--- src/rtl/la_sram_wr_ctrl.sv ---
// rtl/la_sram_wr_ctrl.sv - ring-buffer SRAM write controller for the LA capture window
//
// Writes each {LA_RLE_CNT, LA_DATA} word from the RLE stage into external SRAM.
// A circular write pointer sets the address. The capture window runs through
// four phases: pre-trigger fill, armed (ring wraps freely), post-trigger
// countdown, and done. The trigger address is latched so that software can
// unroll the ring buffer.
//
// Optional feature macro: LA_STOP_FLUSH_EN
//   defined   - STOP forces one final write of the current RLE word, then DONE
//   undefined - STOP goes straight to DONE with no write
//
// Ports:
//   CLK, RST_N          clock (posedge) and asynchronous active-low reset
//   START, STOP         capture start / user abort pulses
//   TRIG                trigger level, sampled each cycle
//   PRE_CNT, POST_CNT   pre-trigger and post-trigger word counts
//   LA_DATA, LA_RLE_CNT word payload from the RLE stage
//   LA_WR_EN            word valid from the RLE stage
//   SRAM_ADDR/DATA/WE_N registered SRAM write port (WE_N active low)
//   TRIG_ADDR           write pointer captured at trigger acceptance
//   BUSY, TRIGGERED, WRAPPED, DONE  status
module la_sram_wr_ctrl #(
    parameter int ADDR_W = 19
) (
    input  logic              CLK,
    input  logic              RST_N,
    input  logic              START,
    input  logic              STOP,
    input  logic              TRIG,
    input  logic [ADDR_W-1:0] PRE_CNT,
    input  logic [ADDR_W-1:0] POST_CNT,
    input  logic [7:0]        LA_DATA,
    input  logic [7:0]        LA_RLE_CNT,
    input  logic              LA_WR_EN,
    output logic [ADDR_W-1:0] SRAM_ADDR,
    output logic [15:0]       SRAM_DATA,
    output logic              SRAM_WE_N,
    output logic [ADDR_W-1:0] TRIG_ADDR,
    output logic              BUSY,
    output logic              TRIGGERED,
    output logic              WRAPPED,
    output logic              DONE
);

    typedef enum logic [2:0] {
        ST_IDLE    = 3'd0,
        ST_PREFILL = 3'd1,
        ST_ARMED   = 3'd2,
        ST_POST    = 3'd3,
        ST_DONE    = 3'd4
    } state_t;

    state_t              state_q, state_d;
    logic [ADDR_W-1:0]   wr_ptr_q, wr_ptr_d;
    logic [ADDR_W-1:0]   post_rem_q, post_rem_d;
    logic [ADDR_W-1:0]   trig_addr_q, trig_addr_d;
    logic                triggered_q, triggered_d;
    logic                wrapped_q, wrapped_d;
    logic [ADDR_W-1:0]   sram_addr_q, sram_addr_d;
    logic [15:0]         sram_data_q, sram_data_d;
    logic                sram_we_n_q, sram_we_n_d;

    logic                do_write;
    logic                active;
    logic [ADDR_W-1:0]   wr_ptr_inc;
    logic [ADDR_W-1:0]   post_first_rem;

    assign active     = (state_q == ST_PREFILL) || (state_q == ST_ARMED) || (state_q == ST_POST);
    assign wr_ptr_inc = wr_ptr_q + {{(ADDR_W-1){1'b0}}, 1'b1};
    // A write coincident with the trigger already counts as the first post-trigger word.
    assign post_first_rem = POST_CNT - {{(ADDR_W-1){1'b0}}, LA_WR_EN};

    always_comb begin
        state_d     = state_q;
        wr_ptr_d    = wr_ptr_q;
        post_rem_d  = post_rem_q;
        trig_addr_d = trig_addr_q;
        triggered_d = triggered_q;
        wrapped_d   = wrapped_q;
        sram_addr_d = sram_addr_q;
        sram_data_d = sram_data_q;
        sram_we_n_d = 1'b1;
        do_write    = 1'b0;

        if (active && STOP) begin
            // The abort wins over the trigger and over a normal write in the same cycle.
`ifdef LA_STOP_FLUSH_EN
            do_write = 1'b1;
`endif
            state_d  = ST_DONE;
        end else begin
            case (state_q)
                ST_IDLE, ST_DONE: begin
                    if (START) begin
                        wr_ptr_d    = '0;
                        triggered_d = 1'b0;
                        wrapped_d   = 1'b0;
                        trig_addr_d = '0;
                        state_d     = (PRE_CNT == '0) ? ST_ARMED : ST_PREFILL;
                    end
                end

                ST_PREFILL: begin
                    // The pointer starts at 0, so it equals the number of prefill words written.
                    if (LA_WR_EN) begin
                        do_write = 1'b1;
                        if (wr_ptr_inc == PRE_CNT) begin
                            state_d = ST_ARMED;
                        end
                    end
                end

                ST_ARMED: begin
                    if (TRIG) begin
                        trig_addr_d = wr_ptr_q;
                        triggered_d = 1'b1;
                        if (POST_CNT == '0) begin
                            state_d = ST_DONE;
                        end else begin
                            do_write   = LA_WR_EN;
                            post_rem_d = post_first_rem;
                            state_d    = (post_first_rem == '0) ? ST_DONE : ST_POST;
                        end
                    end else if (LA_WR_EN) begin
                        do_write = 1'b1;
                    end
                end

                ST_POST: begin
                    if (LA_WR_EN) begin
                        do_write   = 1'b1;
                        post_rem_d = post_rem_q - {{(ADDR_W-1){1'b0}}, 1'b1};
                        if (post_rem_q == {{(ADDR_W-1){1'b0}}, 1'b1}) begin
                            state_d = ST_DONE;
                        end
                    end
                end

                default: begin
                    state_d = ST_IDLE;
                end
            endcase
        end

        if (do_write) begin
            sram_we_n_d = 1'b0;
            sram_addr_d = wr_ptr_q;
            sram_data_d = {LA_RLE_CNT, LA_DATA};
            wr_ptr_d    = wr_ptr_inc;
            if (wr_ptr_q == {ADDR_W{1'b1}}) begin
                wrapped_d = 1'b1;
            end
        end
    end

    always_ff @(posedge CLK or negedge RST_N) begin
        if (!RST_N) begin
            state_q     <= ST_IDLE;
            wr_ptr_q    <= '0;
            post_rem_q  <= '0;
            trig_addr_q <= '0;
            triggered_q <= 1'b0;
            wrapped_q   <= 1'b0;
            sram_addr_q <= '0;
            sram_data_q <= '0;
            sram_we_n_q <= 1'b1;
        end else begin
            state_q     <= state_d;
            wr_ptr_q    <= wr_ptr_d;
            post_rem_q  <= post_rem_d;
            trig_addr_q <= trig_addr_d;
            triggered_q <= triggered_d;
            wrapped_q   <= wrapped_d;
            sram_addr_q <= sram_addr_d;
            sram_data_q <= sram_data_d;
            sram_we_n_q <= sram_we_n_d;
        end
    end

    assign SRAM_ADDR = sram_addr_q;
    assign SRAM_DATA = sram_data_q;
    assign SRAM_WE_N = sram_we_n_q;
    assign TRIG_ADDR = trig_addr_q;
    assign TRIGGERED = triggered_q;
    assign WRAPPED   = wrapped_q;
    assign BUSY      = active;
    assign DONE      = (state_q == ST_DONE);

endmodule

--- config.mk ---
export PLATFORM = sky130hd
export DESIGN_NAME = la_sram_wr_ctrl
export DESIGN_NICKNAME = d
export VERILOG_FILES = /design/src/rtl/la_sram_wr_ctrl.sv
export SDC_FILE = /design/constraint.sdc
export NUM_CORES = 1
export LEC_CHECK = 0
export ABC_AREA = 1
export CORE_MARGIN = 2
export CORE_UTILIZATION = 45
export DETAILED_ROUTE_END_ITERATION = 8
export PLACE_DENSITY = 0.71
export SYNTH_ARGS = -nofsm -noshare
export SYNTH_HDL_FRONTEND = slang
export SYNTH_SLANG_ARGS = --single-unit
--- constraint.sdc ---
create_clock -name CLK -period 5.12 [get_ports CLK]
set_input_delay 0.768 -clock CLK [delete_from_list [all_inputs] [get_ports CLK]]
set_output_delay 0.768 -clock CLK [all_outputs]
set_load 0.01 [all_outputs]
After elaboration in Yosys (flattened, before gate mapping)
Cells that the tools add are included.

cells by class
  add/subtract/negate cells = 3
  equality and inequality tests = 18
  multiplexer cells = 35
  bitwise logic cells = 1
  reduce and logical (&&, ||, !) cells = 17

operators with widths
  operator                                             count
  two-way mux 19 bit                                   8
  one-hot mux 19 bit (2 select lines)                  2
  zero test 19 bit                                     3
  two-way mux 3 bit                                    9
  adder 19 x 1 -> 19 bit (second input constant)       1
  == test 19 x 1 -> 1 bit (second input constant)      1
  == test 19 bit                                       1
  == test 19 bit (second input constant)               1
  subtractor 19 x 1 -> 19 bit                          1
  subtractor 19 x 1 -> 19 bit (second input constant)  1
  two-way mux 1 bit                                    12
  one-hot mux 3 bit (4 select lines)                   1
  != test 2 bit (second input constant)                5
  != test 3 x 2 -> 1 bit (second input constant)       3
  nonzero test 2 bit                                   4
  == test 3 x 2 -> 1 bit (second input constant)       2
  != test 3 x 1 -> 1 bit (second input constant)       2
  AND reduction 6 bit                                  1
  AND reduction 5 bit                                  1
  one-hot mux 1 bit (2 select lines)                   2
  AND reduction 4 bit                                  1
  OR reduction 2 bit                                   2
  == test 3 x 1 -> 1 bit (second input constant)       1
  == test 3 bit (second input constant)                1
  other kinds (7)                                      8

word-level totals
  register bits after elaboration = 98
  bits of input ports = 60
  output and inout bits = 59
  logic and storage cells = 83

Logic depth before layout (Yosys ltp)
  depth in word-level cells = 7
  gate-level depth with buffers = 18
  mapped depth without buffers = 18

Worst setup path after synthesis
OpenSTA, ideal clock, no wires.

  path kind = input -> register
  start point = in POST_CNT[0]
  end point = reg state_q[0]
  setup time = 0.119 ns
  arrival = 2.386 ns
  data required time = 5.001 ns
  path slack = 2.615 ns
  cell stages on the path = 18
  buffers on the path = 0
  path through = inv_1 > ha_1 > ha_1 > nand2_1 > nor2_2 > inv_2 > nor2_2 > nand2_1 > nand2_1 > nand2_1 > inv_1 > nand2_1 > nor2_1 > nand2_1 > nand3_1 > nand2_1 > nand3_1 > nand2_1

on the way
  longest elaborated chain between the ends = 7
  elaborated cells on any way between the ends = 8
  those cells by class = add/sub (1); mux (5); reduce/logical (2)

RTL lines
  what                                  RTL line  RTL
  start: declaration                    32        input logic [ADDR_W-1:0] POST_CNT,
  subtractor 19 x 1 -> 19 bit           72        assign post_first_rem = POST_CNT - {{(ADDR_W-1){1'b0}}, LA_WR_EN};
  zero test 19 bit                      123       state_d = (post_first_rem == '0) ? ST_DONE : ST_POST;
  two-way mux 3 bit                     123
  two-way mux 3 bit *                   118       if (POST_CNT == '0) begin
  two-way mux 3 bit *                   115       if (TRIG) begin
  one-hot mux 3 bit (4 select lines) *  93        case (state_q)
  two-way mux 3 bit *                   86        if (active && STOP) begin
  end signal: assignment                169       state_q <= state_d;
  end: declaration                      54        state_t state_q, state_d;

Every way passes the cells marked *; elsewhere a longest branch is shown, timed or not. The select of a mux whose other input is x is not followed.
A chain may end at the register's enable or synchronous reset.

Final worst setup path
  start point = in POST_CNT[8]
  end point = reg wr_ptr_q[0]

on the way
  longest elaborated chain between the ends = 7
  elaborated cells on any way between the ends = 10
  those cells by class = eq/ne (1); mux (5); reduce/logical (4)

RTL lines
  what                                                           RTL line  RTL
  zero test 19 bit *                                             118
  two-way mux 1 bit *                                            118
  two-way mux 1 bit *                                            115
  one-hot mux 1 bit (2 select lines) *                           93
  two-way mux 1 bit *                                            86
  != test 2 bit (no line) or nonzero test 2 bit (tied branches)  n/a
  AND reduction 3 bit (no line)                                  n/a
  end signal: assignment                                         170       wr_ptr_q <= wr_ptr_d;
  end: declaration                                               55        logic [ADDR_W-1:0] wr_ptr_q, wr_ptr_d;

Every way passes the cells marked *; elsewhere a longest branch is shown, timed or not.

==> flow_summary_export.csv <==
group,metric,value,unit
global_routing,grt_max_degree,56,
clock_network,cts_setup_buffers,0,
synthesis,yosys.area.top_type,"dfrtp_1",
synthesis,synth_edf_count,0,
floorplan,die_w,118,µm
floorplan,io_pins,119,
routing,dr.pass1.iters,5,
timing,tns,0,ns
timing,hold_viol,0,
routing,vias,5568,
global_routing,grt_pass1_vias,5229,
layout,drive_above_1_share,0.0753,
synthesis,synth_seq_cells,98,
worst_setup_path,rr_startpoint,"state_q[0]",
routing,routedWlPerCell,14.3,µm
synthesis,synth_fp_nets,853,
worst_setup_path,crit_arrival,3.35,ns
floorplan,die_height,118,µm
floorplan,num_rows,41,
worst_setup_path,critPathCapture,"wr_ptr_q[0]",
floorplan,initial_core_util,0.462,
synthesis,yosysSeqAreaShare,0.421,
global_routing,grtUsageTotal,0.228,
power_and_ir_drop,powerDensity,403,nW/µm²
synthesis,postSynthAreaPerCell,7.39,µm²
worst_setup_path,start_kind,"primary input",
min_path,min_path_type,"primary input to async pin",
clock_network,numCtsBuffers,9,
placement,dpl_cell_area,7140,µm²
placement,io_buffers,118,
worst_setup_path,crit_path_end_kind,"register",
layout,antenna_cells,0,
worst_setup_path,reg2reg_depth,9,
power_and_ir_drop,ir_drop,0.209,mV
worst_setup_path,r2r-end,"wr_ptr_q[0]",
layout,stdcell_count,1075,
timing,slew_headroom,0.323,
routing,wl,15400,µm
clock_network,cts-root-buf,"clkbuf_16",
clock_network,post_cts_resized,0,
timing,slew_viol_final,0,
clock_network,hold_buffers,0,
worst_setup_path,path_max_fanout,33,
layout,final_cell_area,7430,µm²
synthesis,synth_flop_cell,"dfrtp_1",
global_routing,antenna_found_initial,0,
floorplan,coreArea,12600,µm²
clock_network,clk_pin_slew_worst_paths,0.07,ns
routing,route.detailed.drc,0,
clock_network,tritoncts,"done",
synthesis,yosys-top-cells-area,"dfrtp_1 42%, nand2_1 13%, nor2_1 6.1%",
worst_setup_path,cp.required,5.39,ns
placement,gp_congestion,0.905,
global_routing,grt_pass1_wl,25600,µm
power_and_ir_drop,p_leak,0.00329,µW
clock_network,worstSkewPairLatency,0.35,ns
floorplan,die_area,13900,µm²
routing,drt_iter0_drc,391,
synthesis,syn-cell-area,5830,µm²
layout,syn2layout_area_growth,27.6,%
synthesis,synth_commonest_cells,"201 x nand2_1, 97 x dfrtp_1, 95 x nor2_1",
timing,holdWs,0.407,ns
layout,final_nets,963,
worst_setup_path,r2r_slack,2.43,ns
placement,dp.cells,1059,
routing,antenna_left,0,
timing,worstMarginPinSlew,1.01,ns
synthesis,async_flop_share,1.00,
timing,setup_viol,0,
status,status,"complete, no violations",
clock_network,cts_max_level,3,
timing,rsz0062_at_grt,"false",
placement,hpwlAfterDp,11500,µm
timing,finClkSkew,0.00524,ns
layout,n_fill_cell,1222,
clock_network,clk_path_buf_depth,2,
synthesis,synth_cells,788,
routing,viasPerCell,5.18,
worst_setup_path,critPathKind,"primary input to register",
timing,timing.final.crit_share,0.602,
synthesis,synth.most_common_cell,"nand2_1",
timing,period_minus_slack,3.08,ns
clock_network,clock-sinks,98,
timing,max_freq,0.324,GHz
power_and_ir_drop,total_power,3000,µW
synthesis,synth_cell_types,39,
synthesis,yosys_warnings,0,
global_routing,grt_overflow,0,
job,max_cap_viol_count,0,
worst_setup_path,crit_start,"POST_CNT[8]",
synthesis,synth_top_area_frac,0.417,
## worst min-delay path by stage
stage	startpoint	end	slack, ns	cells past startpoint
after floorplan	RST_N	SRAM_ADDR[0]	0.47	0
after global placement	TRIGGERED	TRIGGERED	0.47	2
after detailed placement	TRIGGERED	TRIGGERED	0.47	2
after CTS	RST_N	TRIG_ADDR[5]	0.43	1
after global routing	RST_N	TRIG_ADDR[5]	0.46	1
final	RST_N	TRIG_ADDR[4]	0.41	1
## placed cells by master, fill, tap and decap left out, drive strengths merged, types with 3 or more instances in the layout
| cell | netlist | final |
|---|---|---|
| nand2 | 207 | 207 |
| clkdlybuf4s50 | 0 | 117 |
| nor2 | 108 | 108 |
| dfrtp | 97 | 97 |
| inv | 81 | 82 |
| o21ai | 81 | 81 |
| nand3 | 71 | 71 |
| o22ai | 19 | 19 |
| nand4 | 16 | 16 |
| mux2 | 16 | 16 |
| nor3 | 13 | 13 |
| clkbuf | 10 | 12 |
| a21oi | 11 | 11 |
| xor2 | 8 | 8 |
| nand3b | 7 | 7 |
| buf | 14 | 6 |
| nor4 | 5 | 5 |
| xnor2 | 5 | 5 |
| ha | 5 | 5 |
| o211ai | 3 | 3 |
## metrics by stage
stage / setup slack, ns / util
after floorplan: 2.62 / -
after global placement: 1.72 / 0.565
after detailed placement: 1.64 / 0.565
after CTS: 2.01 / 0.589
after global routing: 1.73 / 0.589
final: 2.04 / 0.589
## where the power goes
group / internal, µW / leakage (µW) / switching, µW
Combinational: 541 / 0.00186 / 624
Clock: 372 / 0.000141 / 307
Sequential: 994 / 0.00129 / 157
Total: 1910 / 0.00329 / 1090
## registers in the layout (all words and copies together), names as in the netlist
name        cells
SRAM_DATA      16
TRIGGERED       1
SRAM_ADDR      19
WRAPPED         1
TRIG_ADDR      19
state_q         3
post_rem_q     19
wr_ptr_q       19
SRAM_WE_N       1
## metal layers
| layer | wire length (µm) | global-route usage |
|---|---|---|
| met1 | 7160 | 0.306 |
| met2 | 7180 | 0.367 |
| met3 | 646 | 0.0334 |
| met4 | 412 | 0.0979 |
| met5 | 0 | 0 |
## kinds of logic (layout without fill, tap and decap cells)
logic type	count (synthesis)	in the layout	synth area share
fa+ha+maj	5	5	0.0107
flops	98	98	0.421
compound gates	119	119	0.110
mux	16	16	0.0309
simple gates	430	430	0.326
buf+inv	105	220	0.0732
xor+xnor	15	15	0.0273
## critical path, stage by stage
cell	delay, ns
clkdlybuf4s50_1	0.49
nor2_2	0.20
nand2_1	0.09
nor2_1	0.24
nand3_1	0.12
nand2_1	0.10
nand4_1	0.12
nand2_2	0.60
buf_4	0.39
nand3_1	0.11
o21ai_1	0.11
## final cells by class
type | count | area, µm² | area share
multi-input combinational | 585 | 2950 | 0.396
sequential | 98 | 2450 | 0.330
timing repair buffer | 123 | 1220 | 0.164
inverter | 81 | 304 | 0.0409
clock buffer | 12 | 267 | 0.0358
tap | 172 | 215 | 0.0289
clock inverter | 4 | 32.5 | 0.00438
No activity file was read; power rests on OpenSTA's default activity.
